## config.mk

```make
export PLATFORM = sky130hd
export DESIGN_NAME = fog_sample_capture_v1
export DESIGN_NICKNAME = d
export VERILOG_FILES = /design/src/rtl/fog_pkg.sv /design/src/rtl/fog_sync_fifo.sv /design/src/rtl/fog_sample_capture_v1.sv
export SDC_FILE = /design/constraint.sdc
export NUM_CORES = 2
export LEC_CHECK = 0
export CAP_MARGIN = 10
export CORE_MARGIN = 2
export CORE_UTILIZATION = 45
export CTS_CLUSTER_SIZE = 14
export DETAILED_ROUTE_END_ITERATION = 10
export PLACE_DENSITY = 0.64
export SYNTH_ARGS = -nofsm -noshare
export SYNTH_HDL_FRONTEND = slang
export SYNTH_SLANG_ARGS = --single-unit
```

## constraint.sdc

```tcl
create_clock -name i_clk -period 8.36 [get_ports i_clk]
set_input_delay 1.254 -clock i_clk [delete_from_list [all_inputs] [get_ports i_clk]]
set_output_delay 1.254 -clock i_clk [all_outputs]
set_load 0.01 [all_outputs]
```

## src/rtl/fog_pkg.sv

```systemverilog
// Shared types and constants for the FOG sample-capture block.
// Optional build macro: FOG_SAMPLE_TS_EN adds a per-frame 32-bit timestamp.
package fog_pkg;

  localparam int DECIM_LOG2_MAX = 10;

  typedef enum logic [1:0] {
    S_IDLE,
    S_ACC,
    S_PUSH
  } fog_cap_state_e;

  typedef struct packed {
    logic signed [31:0] err;
    logic signed [31:0] step;
    logic signed [31:0] ramp;
`ifdef FOG_SAMPLE_TS_EN
    logic [31:0]        ts;
`endif
  } fog_frame_t;

  localparam int FRAME_W = $bits(fog_frame_t);

  // Window exponents above the accumulator's guard range are clamped.
  function automatic logic [3:0] clamp_k(input logic [3:0] k);
    return (k > 4'(DECIM_LOG2_MAX)) ? 4'(DECIM_LOG2_MAX) : k;
  endfunction

endpackage

```

## src/rtl/fog_sync_fifo.sv

```systemverilog
// Single-clock frame FIFO with registered read data and exact fill level.
// A write while full is accepted only when a read frees a slot in the same cycle.
module fog_sync_fifo #(
  parameter int WIDTH = 96,
  parameter int DEPTH = 16
) (
  input  logic                     clk,
  input  logic                     rst,
  input  logic                     wr_en,
  input  logic [WIDTH-1:0]         wr_data,
  input  logic                     rd_en,
  output logic [WIDTH-1:0]         rd_data,
  output logic                     rd_valid,
  output logic                     full,
  output logic                     empty,
  output logic [$clog2(DEPTH):0]   level
);

  localparam int AW = $clog2(DEPTH);

  logic [WIDTH-1:0] mem [DEPTH];
  logic [AW-1:0]    wr_ptr;
  logic [AW-1:0]    rd_ptr;
  logic [AW:0]      count;
  logic             rd_ok;
  logic             wr_ok;

  assign full  = (count == (AW+1)'(DEPTH));
  assign empty = (count == '0);
  assign level = count;
  assign rd_ok = rd_en && !empty;
  assign wr_ok = wr_en && (!full || rd_ok);

  // Storage array: data only, no reset.
  always_ff @(posedge clk) begin
    if (wr_ok) mem[wr_ptr] <= wr_data;
  end

  // Pointers and level; pointers wrap naturally on the power-of-two depth.
  always_ff @(posedge clk or posedge rst) begin
    if (rst) begin
      wr_ptr <= '0;
      rd_ptr <= '0;
      count  <= '0;
    end else begin
      if (wr_ok) wr_ptr <= wr_ptr + 1'b1;
      if (rd_ok) rd_ptr <= rd_ptr + 1'b1;
      case ({wr_ok, rd_ok})
        2'b10:   count <= count + 1'b1;
        2'b01:   count <= count - 1'b1;
        default: count <= count;
      endcase
    end
  end

  // Registered read port: data holds until the next accepted read.
  always_ff @(posedge clk or posedge rst) begin
    if (rst) begin
      rd_data  <= '0;
      rd_valid <= 1'b0;
    end else begin
      rd_valid <= rd_ok;
      if (rd_ok) rd_data <= mem[rd_ptr];
    end
  end

endmodule

```

## src/rtl/fog_sample_capture_v1.sv

```systemverilog
// FOG loop sample capture: averages i_err over 2^k triggers and queues
// {err_avg, step, ramp} frames for the CPU.
// Optional build macro: FOG_SAMPLE_TS_EN stores a cycle-count timestamp per frame.
module fog_sample_capture_v1
  import fog_pkg::*;
#(
  parameter int DEPTH = 16,
  parameter int ACC_W = 44
) (
  input  logic                     i_clk,
  input  logic                     i_rst,
  input  logic                     i_enable,
  input  logic                     i_trig,
  input  logic [3:0]               i_decim_log2,
  input  logic signed [31:0]       i_err,
  input  logic signed [31:0]       i_step,
  input  logic signed [31:0]       i_ramp,
  input  logic                     i_rd_req,
  input  logic                     i_clr_ovf,
  output logic                     o_rd_valid,
  output logic signed [31:0]       o_rd_err,
  output logic signed [31:0]       o_rd_step,
  output logic signed [31:0]       o_rd_ramp,
  output logic [31:0]              o_rd_ts,
  output logic                     o_empty,
  output logic                     o_full,
  output logic [$clog2(DEPTH):0]   o_level,
  output logic                     o_ovf
);

  // Clamp the shifted accumulator into the signed 32-bit range.
  function automatic logic signed [31:0] sat32(input logic signed [ACC_W-1:0] v);
    logic [ACC_W-32:0] hi;
    hi = v[ACC_W-1:31];
    if (&hi || ~|hi) return v[31:0];
    return v[ACC_W-1] ? 32'sh8000_0000 : 32'sh7FFF_FFFF;
  endfunction

  fog_cap_state_e           state_p0, state_nxt;
  logic [3:0]               k_p0, k_nxt;
  logic signed [ACC_W-1:0]  acc_p0, acc_nxt;
  logic [9:0]               cnt_p0, cnt_nxt;
  logic signed [31:0]       step_p0, step_nxt;
  logic signed [31:0]       ramp_p0, ramp_nxt;
  logic signed [ACC_W-1:0]  err_ext;
  logic [9:0]               win_max;
  logic                     push;
  logic                     ovf_evt;
  fog_frame_t               wr_frame;
  fog_frame_t               rd_frame;

  assign err_ext = ACC_W'(i_err);
  assign win_max = 10'((11'd1 << k_p0) - 11'd1);
  assign push    = (state_p0 == S_PUSH);

  // Next-state logic: window accumulation, frame hand-off, enable abort.
  always_comb begin
    state_nxt = state_p0;
    k_nxt     = k_p0;
    acc_nxt   = acc_p0;
    cnt_nxt   = cnt_p0;
    step_nxt  = step_p0;
    ramp_nxt  = ramp_p0;
    case (state_p0)
      S_IDLE: begin
        if (i_enable) begin
          state_nxt = S_ACC;
          k_nxt     = clamp_k(i_decim_log2);
          acc_nxt   = '0;
          cnt_nxt   = '0;
        end
      end
      S_ACC: begin
        if (i_trig) begin
          acc_nxt = acc_p0 + err_ext;
          cnt_nxt = cnt_p0 + 10'd1;
          if (cnt_p0 == win_max) begin
            state_nxt = S_PUSH;
            step_nxt  = i_step;
            ramp_nxt  = i_ramp;
          end
        end
      end
      S_PUSH: begin
        state_nxt = S_ACC;
        k_nxt     = clamp_k(i_decim_log2);
        acc_nxt   = '0;
        cnt_nxt   = '0;
        // A trigger here opens the next window; with k=0 it also closes it.
        if (i_trig) begin
          acc_nxt = err_ext;
          cnt_nxt = 10'd1;
          if (k_nxt == 4'd0) begin
            state_nxt = S_PUSH;
            step_nxt  = i_step;
            ramp_nxt  = i_ramp;
          end
        end
      end
      default: state_nxt = S_IDLE;
    endcase
    if (!i_enable) begin
      state_nxt = S_IDLE;
      acc_nxt   = '0;
      cnt_nxt   = '0;
    end
  end

  // Stage p0 control registers: FSM, window exponent, accumulator, count.
  always_ff @(posedge i_clk or posedge i_rst) begin
    if (i_rst) begin
      state_p0 <= S_IDLE;
      k_p0     <= '0;
      acc_p0   <= '0;
      cnt_p0   <= '0;
    end else begin
      state_p0 <= state_nxt;
      k_p0     <= k_nxt;
      acc_p0   <= acc_nxt;
      cnt_p0   <= cnt_nxt;
    end
  end

  // Stage p0 data registers: step/ramp captured on the window-closing trigger.
  always_ff @(posedge i_clk) begin
    step_p0 <= step_nxt;
    ramp_p0 <= ramp_nxt;
  end

`ifdef FOG_SAMPLE_TS_EN
  logic [31:0] ts_cnt;

  // Free-running cycle counter sampled into each frame.
  always_ff @(posedge i_clk or posedge i_rst) begin
    if (i_rst) ts_cnt <= '0;
    else       ts_cnt <= ts_cnt + 32'd1;
  end

  assign wr_frame.ts = ts_cnt;
  assign o_rd_ts     = rd_frame.ts;
`else
  assign o_rd_ts = '0;
`endif

  assign wr_frame.err  = sat32(acc_p0 >>> k_p0);
  assign wr_frame.step = step_p0;
  assign wr_frame.ramp = ramp_p0;

  fog_sync_fifo #(
    .WIDTH (FRAME_W),
    .DEPTH (DEPTH)
  ) u_fifo (
    .clk      (i_clk),
    .rst      (i_rst),
    .wr_en    (push),
    .wr_data  (wr_frame),
    .rd_en    (i_rd_req),
    .rd_data  (rd_frame),
    .rd_valid (o_rd_valid),
    .full     (o_full),
    .empty    (o_empty),
    .level    (o_level)
  );

  assign o_rd_err  = rd_frame.err;
  assign o_rd_step = rd_frame.step;
  assign o_rd_ramp = rd_frame.ramp;

  // A push that finds the FIFO full with no read in the same cycle is dropped.
  assign ovf_evt = push && o_full && !(i_rd_req && !o_empty);

  // Sticky overflow flag; a coincident overflow wins over the clear.
  always_ff @(posedge i_clk or posedge i_rst) begin
    if (i_rst)          o_ovf <= 1'b0;
    else if (ovf_evt)   o_ovf <= 1'b1;
    else if (i_clr_ovf) o_ovf <= 1'b0;
  end

endmodule

```

==> out/metrics.cfg <==
[run_status]
outcome=completed

[synth]
ys_types=70
synthFlopType=edfxtp_1
synth-async-reset-ratio=0.0966
synth.top_cells.by_count=edfxtp_1, mux4_2, nand2_1
yosysMostFrequentCell=edfxtp_1
syn_area_mm2=0.0715
yosys_warnings=0
yosysSeqAreaShare=0.731
netlist.area_leader.share=0.672
synth-edff-count=1600
syn_avg_cell_area_um2=18.7
yosysTopAreaCell=edfxtp_1
netlist_instances=3824
netlist_top_cells_area=edfxtp_1, mux4_2, dfrtp_1
synth_seq_cells=1771

[clock_tree]
path_clk_slew_ns=0.06
cts_root_buf=clkbuf_16
clock_sinks=1771
ctsHoldBuffers=0
clk_path_buf_depth=3
cts_tree=yes
cts_resized=0
cts-htree-levels=4
cts_buffers=182
clk_latency_ns=0.84
postCtsSetupBuffers=0

[global_route]
antenna_found_initial=6
grt_remaining_overflow=0
grt_pass1_wl_mm=246
grt_use_total=0.205
grt_pass1_vias=37155
grt_max_degree=135

[pwr]
power.switching_w=0.00876
p_int_w=0.0195
p_comb_frac=0.291
seq_power_share=0.429
ir_drop_mv=0.289
p_clk_frac=0.280
p_leak_nw=27.4
netSwitchingFraction=0.310
power_density_mw_per_mm2=346

[sta]
hold_viol=0
slew_violations=0
setup-tns-final_ns=0
final-setup-viol-count=0
rsz0062_at_grt=no
tightest_slew_ns=1.16
period_share=0.510
fmax_ghz=0.235
final.setup.worst_slack_ns=4.10
relSlewSlack=0.224
period_needed_ns=4.26
skew_ns=0.0544

[route]
drc=0
routed_wl_mm=166
num_vias=36541
drt_pass1_iterations=5
post_drt_wl_per_cell_um=26.2
drtIter0Drc=3806
wl_met2_mm=80.3
final_antenna_net_count=0
dr_wl_met3_mm=11.1
met1_length_mm=71.8
highest_layer=met5
viasPerCell=5.78

[hold_path]
whs_path_depth=2
min_path_type=reg2reg
worstHoldStart=u_fifo.rd_data[46]
min_to=u_fifo.rd_data[46]

[worst_setup_path]
reg2reg_depth=9
worstReg2RegStart=k_p0[1]
r2r_end=u_fifo.mem[0][69]
cp-start-kind=register
reg2reg_slack_ns=4.10
critPathArrivalTime_ns=4.71
critPathKind=reg2reg
cp.required_ns=8.81
end_kind=register
critPathMaxFanout=55

[placed_design]
io_buffer_count=210
dpl.cell_count=5977
gp_congestion=0.845
placed_area_mm2=0.0760
pre_cts_slack_ns=3.48
dp_hpwl_mm=91.0

[floorplan]
start_util=0.452
die_area_mm2=0.162
rows=146
ios=243
die_y_um=403
die_w_um=403
core_mm2=0.158

[cells_and_area]
fin_nets=4260
post-route-util=0.518
fill_cells=12559
fin_cells=6320
fin_area_mm2=0.0819
area_delta_synth_final_pct=14.4
layout-drive-gt1-share=0.189

[run]
drv_cap=0

## area by class of cell
| cell class | instances | area [um^2] | share of cell area |
|---|---|---|---|
| sequential | 1771 | 52300 | 0.639 |
| tap | 2072 | 2590 | 0.0317 |
| timing repair buffer | 294 | 2790 | 0.0341 |
| clock buffer | 261 | 5010 | 0.0612 |
| multi-input combinational | 1811 | 18200 | 0.222 |
| antenna | 1 | 2.50 | 0.0000306 |
| inverter | 35 | 141 | 0.00173 |
| clock inverter | 75 | 792 | 0.00967 |
## cell usage in the layout, fill, tap and decap left out, drive strengths merged, types with 15 or more instances in the layout
cell type,netlist,final
a21oi,92,92
conb,1,32
o21ai,171,171
nor2,102,102
o221ai,42,42
a21o,21,21
dfrtp,171,171
nand3,22,22
clkbuf,127,261
inv,34,44
a211oi,15,15
clkinv,1,52
nor3,17,17
mux2i,172,172
a22oi,24,24
edfxtp,1600,1600
buf,111,84
clkdlybuf4s50,0,210
xor2,21,21
xnor2,32,32
ha,57,57
and2,27,27
mux4,429,429
nand2,404,404
## worst max path at each step
stage | startpoint | depth (start not counted) | slack (ns) | endpoint
floorplan | k_p0[0] | 14 | 1.93 | ramp_p0[0]
global route | k_p0[1] | 9 | 3.85 | u_fifo.mem[7][66]
CTS | k_p0[1] | 9 | 3.96 | u_fifo.mem[13][70]
global placement | i_err[0] | 12 | 3.46 | acc_p0[42]
finish | k_p0[1] | 9 | 4.10 | u_fifo.mem[0][69]
detailed placement | i_rd_req | 5 | 3.48 | u_fifo.mem[9][15]
## per-layer routing
layer | track usage | vias to the layer above
met5 | 0 | -
met4 | 0.0418 | 6
met3 | 0.0456 | 173
met2 | 0.330 | 1136
met1 | 0.289 | 19377
li1 | - | 15849
## stage by stage
stage	total power, W	hold slack (ns)
6_report	0.0283	0.471
5_1_grt	0.0296	0.495
4_1_cts	0.0285	0.477
3_5_place_dp	0.0206	0.463
3_3_place_gp	0.0205	0.460
2_1_floorplan	0.0175	0.493
## worst max-delay path, stage by stage (launching register included)
cell     delay (ns)
dfrtp_2        0.35
buf_4          0.59
mux2_2         0.42
o21ai_0        0.43
nand4_1        0.17
nor4b_1        0.30
o21ai_0        0.15
o22a_1         0.26
buf_4          0.23
o21ai_1        0.92
## sequential cells by signal, indices dropped and copies added, names as in the netlist
name and flops:
k_p0 4, state_p0 2, u_fifo.level 5, u_fifo.rd_ptr 4, u_fifo.rd_valid 1, step_p0 32, ramp_p0 32, o_ovf 1
cnt_p0 10, acc_p0 44, u_fifo.wr_ptr 4, u_fifo.mem 1536, u_fifo.rd_data 96
## power by group through the flow
stage	clock network [W]	logic [W]	registers, W
after floorplan	0	0.00542	0.0121
after global placement	0	0.00817	0.0123
after detailed placement	0	0.00825	0.0124
after CTS	0.00807	0.00828	0.0122
after global routing	0.00841	0.00889	0.0123
final	0.00792	0.00823	0.0121
## cells by family (layout without fill, tap and decap cells)
logic type	count (synthesis)	count (layout)	synth area share
DFF	1771	1771	0.731
and+or+nand+nor	639	639	0.0380
muxes	609	609	0.160
AOI/OAI and AO/OA	419	419	0.0361
buffers and inverters	273	665	0.0171
adders and majority gates	59	59	0.0105
xor gates and xnor gates	53	53	0.00649
other	1	33	0.0000524
(Power assumes the default switching activity.)
